<file path="src/rtl/clock_tick_divider_if.sv">
// Configuration bus for clock_tick_divider: single-cycle write strobe with a registered ack/err reply.
interface clock_tick_divider_if #(
  parameter int CH_W  = 1,
  parameter int CNT_W = 24
);
  logic             cfg_wr;
  logic [CH_W-1:0]  cfg_ch;
  logic [CNT_W-1:0] cfg_div;
  logic [CNT_W-1:0] cfg_high;
  logic             cfg_ack;
  logic             cfg_err;

  modport master (output cfg_wr, cfg_ch, cfg_div, cfg_high, input  cfg_ack, cfg_err);
  modport slave  (input  cfg_wr, cfg_ch, cfg_div, cfg_high, output cfg_ack, cfg_err);
endinterface

</file>
<file path="src/rtl/clock_tick_divider.sv">
// Multi-channel programmable tick/level generator with shadowed, wrap-aligned reconfiguration.
// Optional realign on `sync` is enabled by defining CLKDIV_SYNC_EN.
module clock_tick_divider #(
  parameter int CHANNELS     = 2,
  parameter int CH_W         = 1,
  parameter int CNT_W        = 24,
  parameter int DEFAULT_DIV  = 500000,
  parameter int DEFAULT_HIGH = 250000
) (
  input  logic                clk,
  input  logic                reset,
  input  logic                run,
  input  logic                step,
  input  logic                sync,
  clock_tick_divider_if.slave bus,
  output logic [CHANNELS-1:0] tick,
  output logic [CHANNELS-1:0] level
);
  typedef logic [CNT_W-1:0] cnt_t;

  cnt_t count    [CHANNELS];
  cnt_t div_act  [CHANNELS];
  cnt_t high_act [CHANNELS];
  cnt_t div_sh   [CHANNELS];
  cnt_t high_sh  [CHANNELS];
  logic [CHANNELS-1:0] pending;

  cnt_t cnt_nxt  [CHANNELS];
  cnt_t div_nxt  [CHANNELS];
  cnt_t high_nxt [CHANNELS];
  logic [CHANNELS-1:0] apply, wr_hit, tick_nxt, level_nxt;
  logic in_range;
  logic sync_go;

`ifdef CLKDIV_SYNC_EN
  assign sync_go = sync;
`else
  logic unused_sync;
  assign unused_sync = sync;
  assign sync_go     = 1'b0;
`endif

  assign in_range = int'(bus.cfg_ch) < CHANNELS;

  // NOTE: every variable is given a default before any condition, so no latch can be inferred.
  always_comb begin
    for (int c = 0; c < CHANNELS; c++) begin
      cnt_t d_m1;
      logic wrap;
      d_m1 = (div_act[c] < cnt_t'(2)) ? cnt_t'(1) : div_act[c] - cnt_t'(1);
      wrap = run && (count[c] == d_m1);

      apply[c]    = pending[c] && (sync_go || wrap);
      div_nxt[c]  = apply[c] ? div_sh[c]  : div_act[c];
      high_nxt[c] = apply[c] ? high_sh[c] : high_act[c];

      cnt_nxt[c] = count[c];
      if (sync_go || wrap) cnt_nxt[c] = '0;
      else if (run)        cnt_nxt[c] = count[c] + cnt_t'(1);

      // Sync beats step and wrap; step only acts while halted.
      tick_nxt[c]  = !sync_go && ((!run && step) || wrap);
      level_nxt[c] = cnt_nxt[c] < high_nxt[c];
      wr_hit[c]    = bus.cfg_wr && in_range && (bus.cfg_ch == CH_W'(c));
    end
  end

  // NOTE: sequential state uses non-blocking assignments so every register samples pre-edge values.
  always_ff @(posedge clk) begin
    if (reset) begin
      // NOTE: shadows are reset too, so an unwritten shadow never holds X even though pending gates it.
      for (int c = 0; c < CHANNELS; c++) begin
        count[c]    <= '0;
        div_act[c]  <= cnt_t'(DEFAULT_DIV);
        high_act[c] <= cnt_t'(DEFAULT_HIGH);
        div_sh[c]   <= cnt_t'(DEFAULT_DIV);
        high_sh[c]  <= cnt_t'(DEFAULT_HIGH);
      end
      pending     <= '0;
      tick        <= '0;
      level       <= '0;
      bus.cfg_ack <= 1'b0;
      bus.cfg_err <= 1'b0;
    end else begin
      for (int c = 0; c < CHANNELS; c++) begin
        count[c]    <= cnt_nxt[c];
        div_act[c]  <= div_nxt[c];
        high_act[c] <= high_nxt[c];
        if (apply[c]) pending[c] <= 1'b0;
        // A write in the same cycle as an apply lands after it and stays pending.
        if (wr_hit[c]) begin
          div_sh[c]  <= bus.cfg_div;
          high_sh[c] <= bus.cfg_high;
          pending[c] <= 1'b1;
        end
      end
      tick        <= tick_nxt;
      level       <= level_nxt;
      bus.cfg_ack <= bus.cfg_wr;
      bus.cfg_err <= bus.cfg_wr && !in_range;
    end
  end
endmodule

</file>
<file path="src/flat_wrapper.sv">
// flat-port wrapper written by rule: the top's interface ports become plain ports
module clock_tick_divider_flat 
#(
  parameter int CHANNELS     = 2,
  parameter int CH_W         = 1,
  parameter int CNT_W        = 24,
  parameter int DEFAULT_DIV  = 500000,
  parameter int DEFAULT_HIGH = 250000
)
  (clk, reset, run, step, sync, tick, level, bus_cfg_wr, bus_cfg_ch, bus_cfg_div, bus_cfg_high, bus_cfg_ack, bus_cfg_err);
  clock_tick_divider_if #(.CH_W(CH_W), .CNT_W(CNT_W)) bus_i ();
  input  logic clk;
  input  logic reset;
  input  logic run;
  input  logic step;
  input  logic sync;
  output logic [CHANNELS-1:0] tick;
  output logic [CHANNELS-1:0] level;
  input wire logic [$bits(bus_i.cfg_wr)-1:0] bus_cfg_wr;
  input wire logic [$bits(bus_i.cfg_ch)-1:0] bus_cfg_ch;
  input wire logic [$bits(bus_i.cfg_div)-1:0] bus_cfg_div;
  input wire logic [$bits(bus_i.cfg_high)-1:0] bus_cfg_high;
  output wire logic [$bits(bus_i.cfg_ack)-1:0] bus_cfg_ack;
  output wire logic [$bits(bus_i.cfg_err)-1:0] bus_cfg_err;
  assign bus_i.cfg_wr = bus_cfg_wr;
  assign bus_i.cfg_ch = bus_cfg_ch;
  assign bus_i.cfg_div = bus_cfg_div;
  assign bus_i.cfg_high = bus_cfg_high;
  assign bus_cfg_ack = bus_i.cfg_ack;
  assign bus_cfg_err = bus_i.cfg_err;
  clock_tick_divider #(.CHANNELS(CHANNELS), .CH_W(CH_W), .CNT_W(CNT_W), .DEFAULT_DIV(DEFAULT_DIV), .DEFAULT_HIGH(DEFAULT_HIGH)) u_core (.clk(clk), .reset(reset), .run(run), .step(step), .sync(sync), .bus(bus_i), .tick(tick), .level(level));
endmodule
</file>
<file path="config.mk">
export PLATFORM = sky130hd
export DESIGN_NAME = clock_tick_divider_flat
export DESIGN_NICKNAME = d
export VERILOG_FILES = /design/src/rtl/clock_tick_divider_if.sv /design/src/rtl/clock_tick_divider.sv /design/src/flat_wrapper.sv
export SDC_FILE = /design/constraint.sdc
export NUM_CORES = 1
export LEC_CHECK = 0
export CAP_MARGIN = 20
export CORE_MARGIN = 5
export CORE_UTILIZATION = 65
export CTS_BUF_LIST = sky130_fd_sc_hd__clkbuf_4
export DETAILED_ROUTE_END_ITERATION = 10
export PLACE_DENSITY = 0.85
export SYNTH_ARGS = -nofsm -noshare
export SYNTH_HDL_FRONTEND = slang
export SYNTH_SLANG_ARGS = --single-unit
export TNS_END_PERCENT = 5
</file>
<file path="constraint.sdc">
create_clock -name clk -period 16.05 [get_ports clk]
set_input_delay 3.21 -clock clk [delete_from_list [all_inputs] [get_ports clk]]
set_output_delay 3.21 -clock clk [all_outputs]
set_load 0.02 [all_outputs]
</file>
# Yosys cells after proc, flatten, opt, wreduce, memory -nomap -nowiden
# Memory sizes are Yosys's and may differ from the RTL's.
# Index checks and enable logic that the tools add are counted.
[word_totals]
romBits = 0
latchBits = 0
out_inout_bits = 6
ff_bits = 7
ram_bits = 240
mem_count = 5
elab_cells = 76
[op_classes]
div = 0
n_shift = 0
n_lt_le_gt_ge = 4
n_reduce_logical = 12
addsub = 4
mux = 33
multipliers = 0
bitwise = 11
n_eq_ne = 2
[memory_table]
columns = ["memory", "words", "width", "read_ports", "rd_clocked_by_memory_dff", "write_ports", "line", "source"]
rows = [
  ["u_core.count", 2, 24, 2, 0, 2, "clock_tick_divider.sv:21", "cnt_t count [CHANNELS];"],
  ["u_core.div_act", 2, 24, 2, 0, 2, "clock_tick_divider.sv:22", "cnt_t div_act [CHANNELS];"],
  ["u_core.div_sh", 2, 24, 2, 0, 2, "clock_tick_divider.sv:24", "cnt_t div_sh [CHANNELS];"],
  ["u_core.high_act", 2, 24, 2, 0, 2, "clock_tick_divider.sv:23", "cnt_t high_act [CHANNELS];"],
  ["u_core.high_sh", 2, 24, 2, 0, 2, "clock_tick_divider.sv:25", "cnt_t high_sh [CHANNELS];"],
]
[ops]
columns = ["op", "count"]
rows = [
  ["two-way mux 24 bit", 20],
  ["adder 24 x 1 -> 24 bit (second input constant)", 2],
  ["equality test 24 bit", 2],
  ["less-than comparator 24 x 2 -> 1 bit (second input constant)", 2],
  ["less-than comparator 24 bit", 2],
  ["subtractor 24 x 1 -> 24 bit (second input constant)", 2],
  ["two-way mux 1 bit", 13],
  ["OR 1 bit", 10],
  ["logical AND 1 bit", 7],
  ["nonzero test 2 bit", 2],
  ["logical OR 1 bit", 2],
  ["logical NOT 1 bit", 1],
  ["inverter 1 bit", 1],
]

# Depth between registers and ports, before layout
# Gate-level depths: netlist of run 1.
# An unclocked memory read counts as a cell.
[depth]
word_depth = 8
depth_mapped = 26
ltp_nobuf = 22

# Worst setup path after synthesis of run 1
# No wires, ideal clock.
[synth_path]
path_type = "input-to-reg"
startpoint = "in run"
endpoint = "reg u_core.level[0]"
setup_slack_ps = 9267
t_arrival_ps = 6709
t_required_ps = 15976
path_buffers = 3
cell_stages = 21
cell_sequence = "inv_1 > a221oi_1 > a21boi_0 > nand4_1 > a2111oi_2 > and3_1 > buf_2 > buf_2 > buf_1 > nor2_1 > ha_1 > a21o_1 > a21o_1 > a21o_1 > a21o_1 > a21o_1 > a211oi_1 > o21ai_0 > a21oi_1 > o211ai_1 > o21ai_0"
[synth_rtl]
columns = ["element", "line", "source"]
rows = [
  ["start, declared", "flat_wrapper.sv:14", "input logic run;"],
  ["end signal, assigned", "clock_tick_divider.sv:98", "level <= level_nxt;"],
  ["end, declared", "clock_tick_divider.sv:17", "output logic [CHANNELS-1:0] level"],
]

# Worst setup path after layout of run 1
[layout_path]
startpoint = "in run"
endpoint = "reg u_core.level[1]"
[layout_via]
elab_chain_cells = 4
[layout_lines]
columns = ["element", "line", "source"]
rows = [
  ["logical AND 1 bit", "clock_tick_divider.sv:51", "wrap = run && (count[c] == d_m1);"],
  ["logical AND 1 bit", "clock_tick_divider.sv:53", "apply[c] = pending[c] && (sync_go || wrap);"],
  ["two-way mux 24 bit", "clock_tick_divider.sv:55", "high_nxt[c] = apply[c] ? high_sh[c] : high_act[c];"],
  ["less-than comparator 24 bit (*)", "clock_tick_divider.sv:63", "level_nxt[c] = cnt_nxt[c] < high_nxt[c];"],
]
# Every way passes the cells marked *; elsewhere a longest branch is shown, timed or not.
# A chain may end at the register's enable or synchronous reset.

==> flow_summary_export.csv, run 1 <==
group,metric,value,unit
grt,grt_max_degree,81,
die,die_w,149,um
finish,antenna_cells,0,
timing,whs,0.486,ns
synth,ys_seq_area_share,47.2,%
setup_path,crit_buf_inv,5,
clock_tree,cts_root_buffer,"clkbuf_4",
finish,drive_above_1_share,9.76,%
finish,final_common_cell,"nor2_1",
grt,antenna_found_initial,0,
die,die_y,149,um
timing,hold_violations,0,
clock_tree,cts_made_buffers,60,
die,dieArea,22100,um^2
clock_tree,postCtsHoldBufs,0,
die,core,18800,um^2
pwr,power.share.clock,41.4,%
setup_path,crit_path_max_incr_delay,0.53,ns
clock_tree,cts_tree,"yes",
finish,layout_common_cells,"nor2_1 (161), dfxtp_1 (151), clkbuf_4 (99)",
synth,syn_inst,1248,
finish,fill_cells,1321,
grt,track_usage,27.0,%
timing,fmax,0.117,GHz
synth,ys_warn_count,0,
flow_run,cap_violations,0,
setup_path,crit_family,"compound AO/OA/AOI/OAI gates",
synth,yosysTopAreaCell,"dfxtp_1",
clock_tree,cts_setup_buffers,0,
drt,avgRoutedWirePerCell,18.5,um
setup_path,end_kind,"register",
pwr,switching_share,22.6,%
synth,synth_edf_count,96,
pwr,power_frac_seq,54.4,%
setup_path,r2r_setup_slack,8.58,ns
timing,period_needed,8.57,ns
setup_path,worst_ep_arrival_time,9.17,ns
timing,slew_headroom,36.5,%
pwr,peakVddDrop,0.0637,mV
timing,worst_pin_slew,0.943,ns
synth,syn-cell-area,12500,um^2
die,boundaryPins,61,
synth,ys_top_cells_by_area,"dfxtp_1 (24%), edfxtp_1 (23%), mux2i_1 (6.6%)",
min_path,holdCritPathClass,"register to register",
setup_path,cp_slowest_cell,"nand2_2",
synth,synth-seq-cells,247,
finish,syn_to_final_growth,11.9,%
drt,postRouteAntennaNets,0,
timing,rsz0062_at_grt,"no",
setup_path,crit_type,"primary input to register",
synth,syn_area_per_cell,10.0,um^2
setup_path,path_max_fanout,56,
pwr,power.leakage,5.87,nW
min_path,hp-start,"u_core.div_sh[0][19]$_DFFE_PP_",
synth,syn-num-nets,1353,
synth,async_flop_share,0,%
die,rows,50,
setup_path,reg2reg_from,"u_core.div_act[0][28]$_SDFFE_PP0N_",
timing,clock_skew,0.0311,ns
clock_tree,clk_latency,0.69,ns
synth,synth_cell_types,69,
placement,portBuffers,58,
setup_path,path_cells,"clkdlybuf4s50_1, buf_4, inv_1, a221oi_1, o2111ai_1, nand4bb_1, nor4_1, and4_2, buf_4, nand2_2, buf_4, mux2i_1, ha_1, a21o_1, a21o_1, a21o_1, a21o_1, a21o_1, a21oi_1, o21ai_0, o21ai_0, o211ai_1, nand2_1",
drt,drc_errors,0,
drt,drt_iter0_drc,812,
setup_path,cpMostUsedCell,"a21o_1",
grt,grt_pass1_wl,48.0,mm
min_path,whs_path_depth,2,
clock_tree,cts_max_level,2,
setup_path,r2r-end,"u_core.level[1]$_SDFF_PP0_",
clock_tree,cts.sinks,247,
die,initial_core_util,66.4,%
drt,wl,29.9,mm
clock_tree,cts_resized,0,
setup_path,worstSetupStartpointType,"primary input",
timing,fin_tns_setup,0,ns
run_status,outcome,"complete, no violations",
pwr,combPwrFrac,4.2,%
grt,grt_pass1_vias,9393,
setup_path,cp.required,16.65,ns
timing,timing.final.crit_share,53.4,%
clock_tree,cts_buffer_depth,3,
pwr,p_int,0.978,mW
setup_path,reg2reg_depth,22,
drt,num_vias,9689,
finish,fin_nets,1409,
clock_tree,cts.clk_slew.worst_paths,0.07,ns
pwr,p_per_area,90.3,nW/um^2
placement,place_inst,1501,
timing,drv_slew,0,
finish,fin_cells,1613,
setup_path,path_depth,23,
synth,synthFlopType,"dfxtp_1",
grt,grt-ovfl-total,0,
synth,yosysTopAreaCellShare,24.2,%
drt,routed_via_density,6.01,
timing,setup_violations,0,
placement,dp_hpwl,21.4,mm
placement,gp_congestion,0.927,
min_path,holdPathEnd,"u_core.div_act[0][19]$_SDFFE_PP0N_",
drt,firstDrtPassIters,5,
pwr,power_switching,0.286,mW
==> layout make-up <==
type	count	area, um^2	share of cell area (%)
Inverter	16	60.1	0.429
Clock inverter	12	51.3	0.366
Clock buffer	99	743	5.31
Sequential cell	247	5910	42.2
Multi-Input combinational cell	911	6220	44.4
Tap cell	260	325	2.32
Timing Repair Buffer	68	693	4.95
==> stage by stage <==
stage	area [um^2]	setup slack (ns)	power, mW	utilization [%]
after CTS	14000	7.63	1.27	74.2
final	14000	7.48	1.26	74.3
after detailed placement	13200	6.92	0.754	70.0
after global routing	14000	7.21	1.32	74.3
after floorplan	12500	9.27	0.724	-
after global placement	13200	6.94	0.751	69.8
==> registers in the layout (all words and copies together), names as in the netlist <==
name and flops:
u_core.tick 2, u_core.bus.cfg_ack 1, u_core.pending 2, u_core.high_act 48, u_core.div_sh 48, u_core.level 2, u_core.div_act 48, u_core.high_sh 48
u_core.count 48
==> cells in the mapped netlist (all sizes together) (4+ instances only) <==
cell type / count
o32ai: 5
nand2b: 42
xor2: 37
nand2: 45
nor2: 161
a211o: 16
clkbuf: 48
a21oi: 24
o21a: 5
or3: 10
mux2i: 87
nand4b: 4
and3: 32
edfxtp: 96
o31ai: 5
nand4: 23
dfxtp: 151
inv: 16
o21ai: 29
xnor2: 57
nor4b: 4
and4: 8
nor3: 74
a211oi: 5
nor4: 23
nor2b: 8
buf: 26
ha: 50
o221ai: 4
o31a: 6
nor3b: 8
a22oi: 4
a21o: 17
or4: 15
and2: 39
nand3: 23
==> routing by layer <==
layer	track usage, %	part of all wire, %
met5	0	0
met4	10.8	3.6
met3	4.81	7.4
met2	43.5	46
met1	36.5	43
==> cells by family (layout without fill, tap and decap cells) <==
group                      count (synthesis)  count (layout)  share of synthesized area, %
adders and majority gates                 50              50                          5.00
DFF                                      247             247                          47.2
xor gates and xnor gates                  95              95                          6.77
and+or+nand+nor                          529             529                          22.3
other                                      1               1                        0.0300
buffers and inverters                     90             195                          3.12
muxes                                     87              87                          7.11
AOI/OAI and AO/OA                        149             149                          8.47
==> worst min-delay path: stages, from the launching register on <==
cell and delay (ns):
edfxtp_1 0.32, mux2i_1 0.06, nor2_1 0.08
==> worst max path at each step <==
stage / from / endpoint
2_1_floorplan: run / u_core.level[0]$_SDFF_PP0_
3_3_place_gp: run / u_core.level[1]$_SDFF_PP0_
3_5_place_dp: run / u_core.level[1]$_SDFF_PP0_
4_1_cts: run / u_core.level[1]$_SDFF_PP0_
5_1_grt: run / u_core.level[1]$_SDFF_PP0_
6_report: run / u_core.level[1]$_SDFF_PP0_
==> power groups by stage <==
| stage | sequential, mW | clock [mW] | combinational (mW) |
|---|---|---|---|
| floorplan | 0.698 | 0 | 0.0262 |
| global placement | 0.701 | 0 | 0.0499 |
| detailed placement | 0.702 | 0 | 0.0521 |
| CTS | 0.688 | 0.533 | 0.0526 |
| global route | 0.690 | 0.568 | 0.0576 |
| finish | 0.688 | 0.523 | 0.0533 |
Note: power is estimated with default switching activity, not from simulation.
==> run 2, diff against run 1 <==
Settings changed: CORE_UTILIZATION 65 to 57, PLACE_DENSITY 0.85 to 0.79.
Clock period 16.05 ns to 6.9 ns, I/O delays scaled along.
==> flow_summary_export.csv, run 2 (synthesized netlist as in run 1, its figures left out) <==
group,metric,value,unit
die,initial_core_util,57.7,%
run_status,outcome,"complete, no violations",
timing,clock_skew,0.0652,ns
drt,firstDrtPassIters,5,
clock_tree,cts.clk_slew.worst_paths,0.07,ns
timing,hold_violations,0,
clock_tree,postCtsHoldBufs,0,
grt,grt-busiest-layer,"met2",
die,die_w,158,um
pwr,power.leakage,5.94,nW
pwr,combPwrFrac,3.9,%
die,die_y,158,um
setup_path,worstSetupStartpointType,"register",
finish,drive_above_1_share,10.7,%
grt,gr-usage-met3,4.70,%
grt,met2_usage,39.5,%
setup_path,crit_type,"register to register",
finish,fill_cells,1774,
drt,num_vias,9503,
setup_path,path_depth,20,
setup_path,critPathCapture,"u_core.level[0]$_SDFF_PP0_",
finish,final_common_cell,"nor2_1",
grt,antenna_found_initial,1,
timing,rsz0062_at_grt,"no",
timing,setup_ws,0.562,ns
clock_tree,cts_resized,0,
setup_path,worst_ep_arrival_time,6.87,ns
placement,dp_hpwl,22.2,mm
setup_path,crit_buf_inv,1,
setup_path,cp.required,7.44,ns
setup_path,crit_path_max_incr_delay,0.62,ns
finish,fin_nets,1419,
timing,slew_headroom,32.9,%
setup_path,path_cells,"or4_1, nor4_1, nand3b_1, o31a_1, o21ai_0, o31ai_1, a2111oi_2, nand4_1, buf_4, mux2i_1, ha_1, a21o_1, a21o_1, a21o_1, a21o_1, a211oi_1, o21ai_0, a21oi_1, o211ai_1, o21ai_0",
pwr,power.share.clock,44.0,%
grt,use_met1,33.9,%
setup_path,crit_path_start,"u_core.div_act[0][3]$_SDFFE_PP0N_",
setup_path,crit_family,"compound AO/OA/AOI/OAI gates",
setup_path,end_kind,"register",
placement,place_worst_setup_slack,0.732,ns
grt,grt_pass1_wl,48.4,mm
drt,postRouteAntennaNets,0,
placement,gp_congestion,0.948,
drt,wl,30.5,mm
die,boundaryPins,61,
setup_path,r2r-end,"u_core.level[0]$_SDFF_PP0_",
pwr,switching_share,22.4,%
setup_path,path_max_fanout,46,
clock_tree,cts_setup_buffers,0,
die,dieArea,25000,um^2
grt,grt-ovfl-total,0,
finish,layout_common_cells,"nor2_1 (161), dfxtp_1 (151), clkbuf_4 (102)",
drt,drt_iter0_drc,747,
clock_tree,cts_root_buffer,"clkbuf_4",
grt,grt_max_degree,98,
timing,drv_slew,0,
timing,fmax,0.158,GHz
setup_path,r2r_setup_slack,0.56,ns
timing,fin_tns_setup,0,ns
drt,avgRoutedWirePerCell,18.5,um
drt,drc_errors,0,
clock_tree,cts.sinks,247,
drt,routed_via_density,5.77,
min_path,holdCritPathClass,"register to register",
setup_path,reg2reg_from,"u_core.div_act[0][3]$_SDFFE_PP0N_",
timing,worst_pin_slew,1.01,ns
timing,setup_violations,0,
finish,syn_to_final_growth,13.0,%
flow_run,cap_violations,0,
grt,grt_pass1_vias,9315,
clock_tree,cts_tree,"yes",
pwr,power_frac_seq,52.1,%
timing,period_needed,6.34,ns
die,core,21700,um^2
setup_path,cpMostUsedCell,"a21o_1",
pwr,p_per_area,217,nW/um^2
clock_tree,clk_latency,0.65,ns
pwr,power_switching,0.689,mW
timing,timing.final.crit_share,91.9,%
grt,track_usage,24.6,%
pwr,peakVddDrop,0.248,mV
setup_path,reg2reg_depth,20,
pwr,p_int,2.38,mW
placement,portBuffers,58,
die,rows,54,
clock_tree,cts_max_level,3,
clock_tree,cts_buffer_depth,3,
setup_path,cp_slowest_cell,"or4_1",
clock_tree,cts_made_buffers,66,
==> run 2: final cells by class <==
type | count | area, um^2 | share of cell area (%)
Inverter | 16 | 60.1 | 0.425
Timing Repair Buffer | 72 | 696 | 4.92
Antenna cell | 1 | 2.50 | 0.0177
Multi-Input combinational cell | 911 | 6220 | 44.0
Clock buffer | 102 | 766 | 5.42
Clock inverter | 18 | 135 | 0.956
Sequential cell | 247 | 5910 | 41.8
Tap cell | 280 | 350 | 2.48
==> run 2: per-stage QoR <==
stage	std cells	power (mW)	hold slack, ns	utilization (%)	area [um^2]
after floorplan	1248	1.69	0.452	-	12500
after global placement	1525	1.75	0.459	60.9	13200
after detailed placement	1525	1.75	0.476	60.9	13200
after CTS	1645	3.11	0.459	65.1	14100
after global routing	1647	3.21	0.505	65.2	14100
final	1647	3.07	0.466	65.2	14100
==> run 2: worst min path at each step <==
stage,start,end,depth (start not counted)
finish,u_core.div_sh[0][44]$_DFFE_PP_,u_core.div_act[0][44]$_SDFFE_PP0N_,2
global route,u_core.div_sh[0][7]$_DFFE_PP_,u_core.div_act[0][7]$_SDFFE_PP0N_,2
CTS,u_core.div_sh[0][4]$_DFFE_PP_,u_core.div_act[0][4]$_SDFFE_PP0N_,2
detailed placement,u_core.div_sh[0][6]$_DFFE_PP_,u_core.div_act[0][6]$_SDFFE_PP0N_,2
global placement,u_core.div_sh[0][44]$_DFFE_PP_,u_core.div_act[0][44]$_SDFFE_PP0N_,2
floorplan,u_core.high_act[0][41]$_SDFF_PP1_,u_core.high_act[0][41]$_SDFF_PP1_,2
==> run 2: per-layer routing <==
| metal | share of wire [%] | up-vias |
|---|---|---|
| li1 | - | 4695 |
| met1 | 45 | 4485 |
| met2 | 46 | 273 |
| met3 | 6.2 | 50 |
| met4 | 2.1 | 0 |
| met5 | 0 | - |
==> run 2: tightest hold or removal path, delay by kind of cell, from the launching register on <==
family / cells / cell delay (ns)
muxes: 1 / 0.06
and+or+nand+nor: 1 / 0.07
DFF: 1 / 0.33
==> run 2: power by group through the flow <==
stage | clock [mW] | combinational (mW) | sequential [mW]
floorplan | 0 | 0.0610 | 1.62
global placement | 0 | 0.117 | 1.63
detailed placement | 0 | 0.119 | 1.63
CTS | 1.39 | 0.119 | 1.60
global route | 1.47 | 0.130 | 1.61
finish | 1.35 | 0.121 | 1.60
==> run 3, diff against run 2 <==
Settings changed: CAP_MARGIN 20 to not set.
==> flow_summary_export.csv, run 3 (synthesized netlist as in run 1, its figures left out) <==
group,metric,value,unit
clock_tree,cts_max_level,3,
drt,postRouteAntennaNets,0,
timing,setup_violations,0,
timing,rsz0062_at_grt,"no",
clock_tree,cts_setup_buffers,0,
drt,drc_errors,0,
drt,routed_via_density,5.79,
setup_path,crit_family,"compound AO/OA/AOI/OAI gates",
finish,final_common_cell,"nor2_1",
setup_path,path_cells,"or4_1, nor4_1, nand3b_1, o31a_1, o21ai_0, o31ai_1, a2111oi_2, nand4_1, buf_4, mux2i_1, ha_1, a21o_1, a21o_1, a21o_1, a21o_1, a211oi_1, o21ai_0, a21oi_1, o211ai_1, o21ai_0",
grt,track_usage,24.6,%
pwr,power.leakage,5.93,nW
setup_path,end_kind,"register",
finish,drive_above_1_share,10.6,%
timing,period_needed,6.34,ns
clock_tree,clk_latency,0.66,ns
setup_path,crit_buf_inv,1,
die,dieArea,25000,um^2
timing,timing.final.crit_share,91.9,%
setup_path,cp_slowest_cell,"or4_1",
grt,grt-ovfl-total,0,
drt,drt_iter0_drc,713,
timing,hold_violations,0,
grt,grt_max_degree,98,
clock_tree,cts.clk_slew.worst_paths,0.07,ns
clock_tree,postCtsHoldBufs,0,
drt,avgRoutedWirePerCell,18.5,um
pwr,peakVddDrop,0.248,mV
placement,place_inst,1525,
setup_path,worstSetupStartpointType,"register",
timing,fin_tns_setup,0,ns
min_path,holdCritPathClass,"register to register",
clock_tree,cts_buffer_depth,3,
placement,dp_hpwl,22.2,mm
grt,antenna_found_initial,1,
clock_tree,cts_tree,"yes",
die,boundaryPins,61,
drt,wl,30.5,mm
pwr,total_power,3.07,mW
grt,grt_pass1_wl,48.4,mm
setup_path,worst_ep_arrival_time,6.87,ns
setup_path,crit_type,"register to register",
timing,whs,0.458,ns
setup_path,path_depth,20,
setup_path,cp.required,7.43,ns
timing,clock_skew,0.0734,ns
placement,gp_congestion,0.948,
finish,layout_common_cells,"nor2_1 (161), dfxtp_1 (151), clkbuf_4 (102)",
timing,worst_pin_slew,1.12,ns
setup_path,crit_path_max_incr_delay,0.62,ns
finish,fin_cells,1646,
die,die_w,158,um
finish,fin_nets,1418,
clock_tree,cts_root_buffer,"clkbuf_4",
flow_run,cap_violations,0,
run_status,outcome,"complete, no violations",
grt,grt_pass1_vias,9315,
min_path,whs_path_depth,2,
setup_path,path_max_fanout,46,
clock_tree,cts.sinks,247,
clock_tree,cts_resized,0,
finish,syn_to_final_growth,12.8,%
die,rows,54,
timing,slew_headroom,25.4,%
pwr,p_per_area,218,nW/um^2
clock_tree,cts_made_buffers,66,
drt,num_vias,9535,
setup_path,cpMostUsedCell,"a21o_1",
die,initial_core_util,57.7,%
placement,portBuffers,58,
setup_path,reg2reg_depth,20,
timing,fmax,0.158,GHz
die,core,21700,um^2
die,die_y,158,um
drt,firstDrtPassIters,5,
timing,drv_slew,0,
-- run 3: metal layers --
layer | share of wire, % | up-vias | GRT usage (%)
met1 | 46 | 4509 | 33.9
met4 | 2.0 | 0 | 7.55
li1 | - | 4695 | -
met2 | 46 | 283 | 39.5
met3 | 5.8 | 48 | 4.70
met5 | 0 | - | 0
-- run 3: worst register-to-register path: stages, from the launching register on --
cell	delay [ns]
dfxtp_1	0.39
or4_1	0.62
nor4_1	0.52
nand3b_1	0.52
o31a_1	0.40
o21ai_0	0.20
o31ai_1	0.13
a2111oi_2	0.48
nand4_1	0.33
buf_4	0.46
mux2i_1	0.34
ha_1	0.29
a21o_1	0.17
a21o_1	0.17
a21o_1	0.17
a21o_1	0.18
a211oi_1	0.21
o21ai_0	0.12
a21oi_1	0.23
o211ai_1	0.12
o21ai_0	0.20
-- run 3: stage by stage --
step	area (um^2)	util (%)	worst slack, ns
after floorplan	12500	-	1.70
after global placement	13200	60.9	0.917
after detailed placement	13200	60.9	0.732
after CTS	14100	65.1	0.663
after global routing	14100	65.1	0.149
final	14100	65.1	0.560
-- run 3: area by class of cell --
| class | count | area (um^2) |
|---|---|---|
| clock buffer | 102 | 766 |
| timing repair buffer | 71 | 676 |
| sequential | 247 | 5910 |
| fill | 1774 | 7570 |
| tap | 280 | 350 |
| inverter | 16 | 60.1 |
| antenna | 1 | 2.50 |
| clock inverter | 18 | 135 |
| multi-input combinational | 911 | 6220 |
-- run 3: worst paths after layout --
path	start	endpoint	slack, ns
worst max-delay path	u_core.div_act[0][3]$_SDFFE_PP0N_	u_core.level[0]$_SDFF_PP0_	0.56
worst min-delay path	u_core.div_sh[0][44]$_DFFE_PP_	u_core.div_act[0][44]$_SDFFE_PP0N_	0.46
worst max register to register	u_core.div_act[0][3]$_SDFFE_PP0N_	u_core.level[0]$_SDFF_PP0_	0.56
worst min register to register	u_core.div_sh[0][44]$_DFFE_PP_	u_core.div_act[0][44]$_SDFFE_PP0N_	0.46
-- run 3: power by group --
| group | internal [mW] | leakage, nW | total (mW) | switching (mW) |
|---|---|---|---|---|
| logic | 0.0528 | 3.21 | 0.119 | 0.0662 |
| clock network | 0.754 | 0.535 | 1.35 | 0.598 |
| registers | 1.58 | 2.18 | 1.60 | 0.0257 |
